### src/rtl/reg_bank_rst.sv
// Register bank with bit-level ops, one-deep shadow for interrupt context
// save/restore, per-register even parity with a sticky error flag and fault injection.
module reg_bank_rst #(
  parameter int WIDTH   = 8,
  parameter int DEPTH   = 4,
  parameter int ADDR_W  = 2,
  parameter int BIT_W   = 3,
  parameter int RST_VAL = 1
) (
  input  logic              clock,
  input  logic              reset,
  input  logic              write_en,
  input  logic [1:0]        op,
  input  logic [ADDR_W-1:0] addr,
  input  logic [BIT_W-1:0]  bit_sel,
  input  logic [WIDTH-1:0]  data_in,
  input  logic [ADDR_W-1:0] rd_addr,
  output logic [WIDTH-1:0]  data_out,
  input  logic              shadow_save,
  input  logic              shadow_restore,
  input  logic              inject_en,
  input  logic [WIDTH-1:0]  inject_mask,
  input  logic              err_clr,
  output logic              parity_err,
  output logic [DEPTH-1:0]  err_vec
);

  typedef enum logic [1:0] {OP_LOAD, OP_SET, OP_CLR, OP_TGL} op_e;

  localparam logic [WIDTH-1:0] RST_V = WIDTH'(RST_VAL);

  logic [WIDTH-1:0] r_value     [DEPTH];
  logic             r_parity    [DEPTH];
  logic [WIDTH-1:0] r_sh_value  [DEPTH];
  logic             r_sh_parity [DEPTH];
  logic             r_parity_err;

  logic             w_addr_ok;
  logic             w_bit_ok;
  logic             w_wr_hit;
  op_e              w_op;
  logic [WIDTH-1:0] w_wr_value;
  logic [WIDTH-1:0] w_next_value;
  logic             w_wr_parity;

  assign w_op      = op_e'(op);
  assign w_addr_ok = int'(addr) < DEPTH;
  assign w_bit_ok  = int'(bit_sel) < WIDTH;
  // Out-of-range bit ops leave both value and parity untouched, so they are not writes.
  assign w_wr_hit  = write_en && w_addr_ok && (w_op == OP_LOAD || w_bit_ok);

  assign data_out   = (int'(rd_addr) < DEPTH) ? r_value[rd_addr] : '0;
  assign parity_err = r_parity_err;

  always_comb begin
    // NOTE: every always_comb output gets a default first so no path can infer a latch.
    w_wr_value = w_addr_ok ? r_value[addr] : '0;
    if (w_wr_hit) begin
      case (w_op)
        OP_LOAD: w_wr_value          = data_in;
        OP_SET:  w_wr_value[bit_sel] = 1'b1;
        OP_CLR:  w_wr_value[bit_sel] = 1'b0;
        OP_TGL:  w_wr_value[bit_sel] = ~w_wr_value[bit_sel];
        default: w_wr_value          = data_in;
      endcase
    end
    w_wr_parity  = ^w_wr_value;
    // Injection lands on top of any same-cycle write but never touches parity.
    w_next_value = w_wr_value ^ (inject_en ? inject_mask : '0);
  end

  always_comb begin
    err_vec = '0;
    for (int i = 0; i < DEPTH; i++) begin
      err_vec[i] = (^r_value[i]) != r_parity[i];
    end
  end

  always_ff @(posedge clock or negedge reset) begin
    if (!reset) begin
      // NOTE: the bank and shadow are flops, not RAM, and must all reset to a known
      // value so parity starts consistent; do not strip this loop to save reset fan-out.
      for (int i = 0; i < DEPTH; i++) begin
        r_value[i]     <= RST_V;
        r_parity[i]    <= ^RST_V;
        r_sh_value[i]  <= RST_V;
        r_sh_parity[i] <= ^RST_V;
      end
      r_parity_err <= 1'b0;
    end else begin
      // NOTE: non-blocking assignments make save and restore read pre-edge state,
      // which is what lets a simultaneous save+restore swap bank and shadow.
      if (|err_vec) begin
        r_parity_err <= 1'b1;
      end else if (err_clr) begin
        r_parity_err <= 1'b0;
      end

      if (shadow_save) begin
        for (int i = 0; i < DEPTH; i++) begin
          r_sh_value[i]  <= r_value[i];
          r_sh_parity[i] <= r_parity[i];
        end
      end

      if (shadow_restore) begin
        for (int i = 0; i < DEPTH; i++) begin
          r_value[i]  <= r_sh_value[i];
          r_parity[i] <= r_sh_parity[i];
        end
      end else if (w_addr_ok && (w_wr_hit || inject_en)) begin
        r_value[addr] <= w_next_value;
        if (w_wr_hit) begin
          r_parity[addr] <= w_wr_parity;
        end
      end
    end
  end

endmodule

### config.mk
export PLATFORM = sky130hd
export DESIGN_NAME = reg_bank_rst
export DESIGN_NICKNAME = d
export VERILOG_FILES = /design/src/rtl/reg_bank_rst.sv
export SDC_FILE = /design/constraint.sdc
export NUM_CORES = 1
export LEC_CHECK = 0
export CELL_PAD_IN_SITES_DETAIL_PLACEMENT = 0
export CELL_PAD_IN_SITES_GLOBAL_PLACEMENT = 1
export CORE_UTILIZATION = 45
export CTS_CLUSTER_DIAMETER = 200
export DETAILED_ROUTE_END_ITERATION = 12
export PLACE_DENSITY = 0.84
export SETUP_SLACK_MARGIN = 0.3
export SLEW_MARGIN = 20
export SYNTH_ARGS = -nofsm -noshare
export SYNTH_HDL_FRONTEND = slang
export SYNTH_SLANG_ARGS = --single-unit
### constraint.sdc
create_clock -name clock -period 4.1 [get_ports clock]
set_clock_uncertainty 0.05 [all_clocks]
set_input_delay 0.82 -clock clock [delete_from_list [all_inputs] [get_ports clock]]
set_output_delay 0.82 -clock clock [all_outputs]
set_load 0.01 [all_outputs]
* Word level (Yosys, flattened, before mapping)
Index checks and enable logic that the tools add are counted.
Cells by class: div/mod/pow operators 0, reductions and logical operators 14, equal/unequal tests 7, shift operators 0, bitwise gates (word level) 7, magnitude comparators 5, $mul 0, mux-type cells 27, add/subtract/negate cells 0
Operators by type and width (count):
- 32-bit 2-to-1 mux | 2
- 8-bit 2-to-1 mux | 7
- 8-bit parity | 5
- 8-bit binary-select mux with 2-bit select | 2
- 32-bit bitwise mux | 1
- 8-bit case mux with 4 select lines | 1
- 8-bit demux with 2-bit select | 1
- 4-bit 2-to-1 mux | 3
- 8-bit bitwise AND | 1
- 8-bit bitwise mux | 1
- 8-bit NOT | 1
- 8-bit OR | 1
- 8-bit XOR | 1
- 3-bit greater-or-equal comparator (second input constant) | 2
- 2-bit NOT with 3-bit output | 2
- 2-bit nonzero test | 3
- 1-bit 2-to-1 mux | 5
- 4-bit bitwise mux | 1
- 2-bit equality test (second input constant) | 2
- 3-bit by 4-bit less-than comparator with 1-bit output (second input constant) | 1
- 1-bit inequality test | 4
- 4-bit OR reduction | 1
- 1-bit binary-select mux with 3-bit select | 1
- 1-bit demux with 3-bit select | 1
- other kinds (9) | 10
Word-level totals: flip-flop bits (word level) 73, input port bits 32, output and inout port bits 13, latch bits 0, ROM bits 0, memories kept 0, RAM bits 0

* Longest topological paths before layout
Gate-level depths: netlist (run 1).
depth after elaboration 15, mapped depth 11, gate-level depth less buffers 9

* Least setup slack after synthesis (run 1)
Ideal clock, no wire load.
path kind input port to flip-flop, start point in addr[0], end point reg r_parity[1] in the netlist's numbering, required time 3.964 ns, path slack 0.596 ns, path buffers 1, stages 9, arrival 3.368 ns, cell sequence buf_6 mux4_2 a311o_1 a21o_1 or4_1 o2111ai_1 xnor2_1 xnor3_2 o31ai_2
Between the ends: cells in the longest elaborated chain, start to end 15
Ends and longest elaborated chain:
- start, declared | line 14 | input logic [ADDR_W-1:0] addr,
- 2-bit NOT with 3-bit output (not written as such) (*) | line 57, 114
- 8-bit binary-select mux with 2-bit select | line 57 | w_wr_value = w_addr_ok ? r_value[addr] : '0;
- 8-bit 2-to-1 mux (not written as such) (2 in a row) | line 57
- 1-bit binary-select mux with 3-bit select | line 63 | OP_TGL: w_wr_value[bit_sel] = ~w_wr_value[bit_sel];
- 1-bit 2-to-1 mux (not written as such) | line 63
- 1-bit NOT | line 63
- 8-bit bitwise mux | line 63
- 8-bit case mux with 4 select lines | line 59 | case (w_op)
- 8-bit 2-to-1 mux | line 58 | if (w_wr_hit) begin
- 8-bit parity | line 67 | w_wr_parity = ^w_wr_value;
- 4-bit bitwise mux (*) | line 114 | r_parity[addr] <= w_wr_parity;
- 4-bit 2-to-1 mux (*) | line 113 | if (w_wr_hit) begin
- 4-bit 2-to-1 mux (*) | line 111 | end else if (w_addr_ok && (w_wr_hit || inject_en)) begin
- 4-bit 2-to-1 mux (*) | line 106 | if (shadow_restore) begin
- end signal, assigned by index | line 85 | r_parity[i] <= ^RST_V;
- end signal, assigned by index | line 109 | r_parity[i] <= r_sh_parity[i];
- end signal, assigned by index | line 114
- end, declared | line 33 | logic r_parity [DEPTH];
Mark *: on every way between the ends. The rest lies on a longest branch, timed or not. The select of a mux whose other input is x is not followed. A chain may end at the register's enable or synchronous reset.

* Worst setup path after layout (run 1)
start point in addr[1], end point reg r_value[10] in the netlist's numbering
Between the ends: cells in the longest elaborated chain, start to end 14
Ends and longest elaborated chain:
- 2-bit NOT with 3-bit output (not written as such) (*) | line 57, 112
- 8-bit binary-select mux with 2-bit select | line 57
- 8-bit 2-to-1 mux (not written as such) (2 in a row) | line 57
- 1-bit binary-select mux with 3-bit select | line 63
- 1-bit 2-to-1 mux (not written as such) | line 63
- 1-bit NOT | line 63
- 8-bit bitwise mux | line 63
- 8-bit case mux with 4 select lines | line 59
- 8-bit 2-to-1 mux | line 58
- 8-bit XOR | line 69 | w_next_value = w_wr_value ^ (inject_en ? inject_mask : '0);
- 32-bit bitwise mux (*) | line 112 | r_value[addr] <= w_next_value;
- 32-bit 2-to-1 mux (*) | line 111
- 32-bit 2-to-1 mux (*) | line 106
- end signal, assigned by index | line 108 | r_value[i] <= r_sh_value[i];
- end signal, assigned by index | line 112
- end, declared | line 32 | logic [WIDTH-1:0] r_value [DEPTH];
Marked as above.

==> qor.csv, run 1 <==
metric,value,unit
status,"finished, final reports clean",
sw power,1.37,mW
"Primary FF master, synth",dfrtp_1,
Core ar.,9860,sq um
Post-CTS Hold Fix Bufs,0,
Worst slew margin,0.562,
Final period util,0.878,
met1 GRT Util,0.340,
clk sinks,73,
Seq cells post-synth,73,
IO Pins,45,
M3 GR Usage,0.0403,
"commonest cells after routing, fill and taps aside","dfrtp_1 (57), mux2_2 (46), buf_4 (45), nand2_1 (43), xnor2_1 (39)",
"commonest non-fill, non-tap cell in the layout",dfrtp_1,
combinational power share,0.508,
power per cell area,645,nW/um^2
post-route ant nets,0,
Synth cell types,54,
Detailed Routing Iterations Pass 1,5,
via count,3793,
largest net degree at the start of global routing,40,
Critical Path RT,4.31,ns
warnings from Yosys,0,
vias per cell,5.75,
Synth Area per Inst,10.2,sq um
diode count,0,
Die Ht,103,microns
grt ovf,0,
"Slew Viols, Final",0,
Pint,2.24,mW
minimum clock period,3.60,ns
Max-Cap Viols,0,
Clock Root Buffer,clkbuf_8,
Yosys top cell area share,0.309,
critical path type,input port to register,
Mapped Area,4620,sq um
number of global-route vias before repair,3713,
Final WS setup,0.499,ns
Routed WL,12300,microns
share of layout cells above drive strength 1,0.277,
Max clock buf depth,2,
Synth area leader,dfrtp_1,
CTS tree,done,
first-pass GRT wire length,19700,microns
critical-path maximum fanout,10,
Post-Syn Instances,452,
Switching Fraction,0.378,
endpoints failing setup,0,
Setup TNS Final,0,ns
maximum vdd drop,0.458,mV
CP Cell Sequence,"clkdlybuf4s50_1, mux4_1, nor4b_1, a211oi_2, buf_4, a32o_1, a31oi_1, xor2_1, mux2i_1, o21ai_0",
PortBufs,44,
clock network power share,0.136,
Synth area leaders,"dfrtp_1 (31%), mux2_2 (11%), dfstp_2 (9.1%)",
DP HPWL,9120,microns
num rows,36,
H-tree depth,3,
crit-path max cell delay,0.69,ns
"Clk pin slew, worst setup/hold paths",0.08,ns
Finished Layout Cells,660,
worst path arrival time,3.82,ns
CP max-delay cell,clkdlybuf4s50_1,
placed cell count,643,
CP startpoint kind,input port,
die area,10700,sq um
Min-Delay Path Class,input port to asynchronous set/reset pin,
Tightest Pin Transition,0.657,ns
average wire per standard cell,18.6,microns
FMAX,0.278,GHz
aggregate global-route resource usage,0.249,
final hold violation count,0,
Post-synth ARST share,1.00,
GR peak layer,met2,
met2 global-route usage,0.412,
total CTS buffers,9,
DRC Markers,0,
worst skew pair latency,0.35,ns
width of the die,103,microns
post-place setup slack,-0.0758,ns
RePlAce Congestion,0.881,
initial core utilization,0.468,
Sequential Power Share,0.356,
Setup crit end kind,register,
starting DRC count in detailed routing,231,
RSZ-0062 raised after global routing,no,
"Seq/Total Area, Yosys",0.400,
number of enable flip-flop cells after synthesis,0,
Post-Syn Nets,484,
final core utilization,0.568,
Final #Nets,554,
Leak,2.36,nW
Syn-to-layout area delta,21.3,%
initial antenna violation count,0,
## worst paths after layout
path,startpoint,end,slack [ns],depth (start not counted)
min in group clock,r_sh_value[22]$_DFFE_PN0P_,r_value[22]$_DFFE_PN0P_,0.43,2
max in group asynchronous,reset,r_value[26]$_DFFE_PN0P_,2.83,2
max,addr[1],r_value[10]$_DFFE_PN0P_,0.50,10
min reg2reg,r_sh_value[22]$_DFFE_PN0P_,r_value[22]$_DFFE_PN0P_,0.43,2
min,reset,r_value[31]$_DFFE_PN0P_,0.39,1
max reg2reg,r_value[19]$_DFFE_PN0P_,r_parity[2]$_DFFE_PN1P_,0.99,8
## through the flow
| stage | hold WS [ns] | power [mW] | area [sq um] |
|---|---|---|---|
| after global routing | 0.418 | 3.81 | 5600 |
| after CTS | 0.392 | 3.62 | 5600 |
| after detailed placement | 0.416 | 3.11 | 5420 |
| final | 0.386 | 3.61 | 5600 |
| after floorplan | 0.399 | 2.35 | 4620 |
| after global placement | 0.404 | 3.06 | 5420 |
## critical path, delay by kind of cell
kind | cells | cell delay [ns]
buffers and inverters | 2 | 0.88
AOI/OAI and AO/OA | 4 | 0.72
muxes | 2 | 0.38
xor gates and xnor gates | 1 | 0.48
and+or+nand+nor | 1 | 0.52
## layer usage
metal,share of wire,routed length (microns),vias to the layer above
met5,0,0,-
met4,0.017,209,0
met3,0.051,631,18
met2,0.48,5860,110
met1,0.45,5580,1876
li1,-,-,1789
## what timing repair did
item,in CTS,in global routing
gates resized for setup,1,3
setup buffers,1,0
setup endpoints to repair,4,4
pin swaps,2,0
## sequential cells by signal (all words and copies together), names as in the netlist
register and flops:
parity_err 1, r_parity 4, r_sh_parity 4, r_sh_value 32, r_value 32
## Yosys cell counts (3+ instances only)
master	n
o22ai_1	7
nor2b_1	5
buf_1	5
xnor2_1	39
o31ai_1	3
o31ai_2	4
a32oi_1	4
mux2i_1	16
mux2_2	46
clkbuf_1	21
buf_2	3
dfrtp_1	57
a21oi_1	35
xor2_1	4
and3b_1	4
a31oi_1	4
dfstp_2	16
nor2_1	33
nand3b_1	3
inv_1	6
o21ai_0	38
nand2_1	43
mux4_2	11
## area by class of cell
type / count / area, sq um
sequential: 73 / 1850
clock buffer: 13 / 149
tap: 133 / 166
fill: 851 / 4260
timing repair buffer: 89 / 774
multi-input combinational: 343 / 2630
clock inverter: 3 / 17.5
inverter: 6 / 22.5
## power groups by stage
stage          clock network (mW)  registers, mW  logic, mW
5_1_grt                     0.537           1.31       1.96
4_1_cts                     0.505           1.28       1.84
3_3_place_gp                    0           1.27       1.79
3_5_place_dp                    0           1.29       1.82
6_report                    0.491           1.29       1.83
2_1_floorplan                   0           1.19       1.16
## cell families (layout without fill, tap and decap cells)
| kind of cell | after synthesis | count (layout) | synth area share |
|---|---|---|---|
| DFF | 73 | 73 | 0.400 |
| AOI/OAI and AO/OA | 116 | 116 | 0.160 |
| muxes | 75 | 75 | 0.212 |
| and+or+nand+nor | 108 | 108 | 0.110 |
| buffers and inverters | 36 | 111 | 0.0317 |
| xor gates and xnor gates | 44 | 44 | 0.0867 |
No activity file was read; power rests on OpenSTA's default activity.
==> run 2, diff against run 1 <==
CELL_PAD_IN_SITES_DETAIL_PLACEMENT = 1   (was 0)
==> run 2 against run 1 <==
Compared with the run above: fmax about the same; sequential power grew 3%; critical path type unchanged; total power rose by 10%; final area rose by 2.2%; global-route usage rose by 6.7 points; non-clock buffer count did not move.
==> qor.csv, run 2 (synthesis results as in run 1) <==
metric,value,unit
CP Cell Sequence,"dlygate4sd2_1, buf_6, mux4_1, nor4b_2, a211o_1, o41ai_2, o2111ai_1, xnor2_1, xnor3_2, o31ai_2",
Min-Delay Path Class,input port to asynchronous set/reset pin,
Post-CTS Hold Fix Bufs,0,
Detailed Routing Iterations Pass 1,4,
vias per cell,6.08,
IO Pins,45,
worst path arrival time,3.82,ns
num rows,36,
first-pass GRT wire length,24700,microns
Syn-to-layout area delta,23.9,%
post-route ant nets,0,
Switching Fraction,0.384,
initial core utilization,0.468,
power per cell area,696,nW/um^2
Fill cells,1071,
status,"finished, final reports clean",
aggregate global-route resource usage,0.317,
"Clk pin slew, worst setup/hold paths",0.08,ns
Clock Root Buffer,clkbuf_8,
maximum vdd drop,0.508,mV
"commonest non-fill, non-tap cell in the layout",dfrtp_1,
DRC Markers,0,
combinational power share,0.486,
share of layout cells above drive strength 1,0.290,
largest net degree at the start of global routing,40,
crit-path max cell delay,0.60,ns
Tightest Pin Transition,0.698,ns
Placed Area,5420,sq um
Setup crit end kind,register,
RSZ-0062 raised after global routing,no,
Critical Path RT,4.32,ns
Core ar.,9860,sq um
initial antenna violation count,0,
clk sinks,73,
Worst slew margin,0.534,
Routed WL,15600,microns
Final #Nets,554,
via count,4012,
Final period util,0.879,
die area,10700,sq um
endpoints failing setup,0,
grt ovf,0,
Sequential Power Share,0.334,
reg2reg path depth,8,
Die Ht,103,microns
CP startpoint kind,input port,
FMAX,0.278,GHz
worst skew pair latency,0.36,ns
CTS tree,done,
placed cell count,643,
RePlAce Congestion,0.881,
sw power,1.53,mW
PortBufs,44,
critical-path maximum fanout,5,
final hold violation count,0,
clock network power share,0.180,
H-tree depth,3,
Finished Layout Cells,660,
Max clock buf depth,2,
average wire per standard cell,23.6,microns
minimum clock period,3.60,ns
diode count,0,
final core utilization,0.580,
Max-Cap Viols,0,
number of global-route vias before repair,4462,
fin area,5730,sq um
DP HPWL,10800,microns
"Slew Viols, Final",0,
Leak,2.41,nW
"commonest cells after routing, fill and taps aside","dfrtp_1 (57), mux2_2 (46), nand2_1 (43), buf_4 (43), xnor2_1 (39)",
width of the die,103,microns
biggest regs,"r_sh_value: 32 flops, r_value: 32 flops",
starting DRC count in detailed routing,239,
total CTS buffers,9,
Pint,2.45,mW
critical path type,input port to register,
CP max-delay cell,mux4_1,
## run 2: cell count changes in the layout (fill, tap and decap cells not counted), sizes merged
cell,before,now
clkdlybuf4s50,38,37
clkinvlp,1,0
clkinv,2,1
clkbuf,13,12
bufinv,0,3
dlymetal6s2s,3,4
## run 2: power groups by stage
stage,clock [mW],sequential [mW],combinational [mW]
final,0.718,1.33,1.93
after global routing,0.752,1.35,2.07
after CTS,0.728,1.32,1.93
after detailed placement,0,1.32,1.86
after global placement,0,1.27,1.79
after floorplan,0,1.19,1.16
## run 2: final cells by class
type / count / area (sq um) / area share
clock inverter: 4 / 98.8 / 0.0173
sequential: 73 / 1850 / 0.323
inverter: 6 / 22.5 / 0.00393
tap: 133 / 166 / 0.0291
clock buffer: 12 / 155 / 0.0271
multi-input combinational: 343 / 2650 / 0.463
timing repair buffer: 89 / 785 / 0.137
## run 2: path summary, 6_finish.rpt
kind / from / end / slack, ns
max in group asynchronous: reset / r_value[28]$_DFFE_PN0P_ / 2.78
max reg2reg: r_value[19]$_DFFE_PN0P_ / r_parity[2]$_DFFE_PN1P_ / 0.88
min: reset / r_sh_value[31]$_DFFE_PN0P_ / 0.39
max: addr[0] / r_parity[2]$_DFFE_PN1P_ / 0.50
min in group clock: r_sh_value[21]$_DFFE_PN0P_ / r_value[21]$_DFFE_PN0P_ / 0.44
min reg2reg: r_sh_value[21]$_DFFE_PN0P_ / r_value[21]$_DFFE_PN0P_ / 0.44
## run 2: timing repair
action,CTS,global route
gates resized for setup,7,5
pin swaps,2,0
endpoints found under the setup margin,7,12
buffers inserted,1,0
endpoints found under the hold margin,0,0
## run 2: metal layers
metal / part of all wire / global-route usage
met4: 0.046 / 0.153
met1: 0.40 / 0.393
met2: 0.49 / 0.532
met5: 0 / 0
met3: 0.059 / 0.0632
## run 2: through the flow
step | power [mW] | setup slack [ns] | TNS [ns] | hold WS [ns]
after floorplan | 2.35 | 0.596 | 0 | 0.399
after global placement | 3.06 | 0.000650 | 0 | 0.404
after detailed placement | 3.18 | -0.112 | -0.613 | 0.421
after CTS | 3.97 | 0.317 | 0 | 0.396
after global routing | 4.17 | 0.327 | 0 | 0.433
final | 3.98 | 0.497 | 0 | 0.389
## run 2: critical path, delay by kind of cell
family                 cells  cell delay, ns
AO/OA/AOI/OAI              4            1.08
XOR/XNOR                   2            0.64
AND/OR/NAND/NOR            1            0.21
multiplexers               1            0.60
buffers and inverters      2            0.47
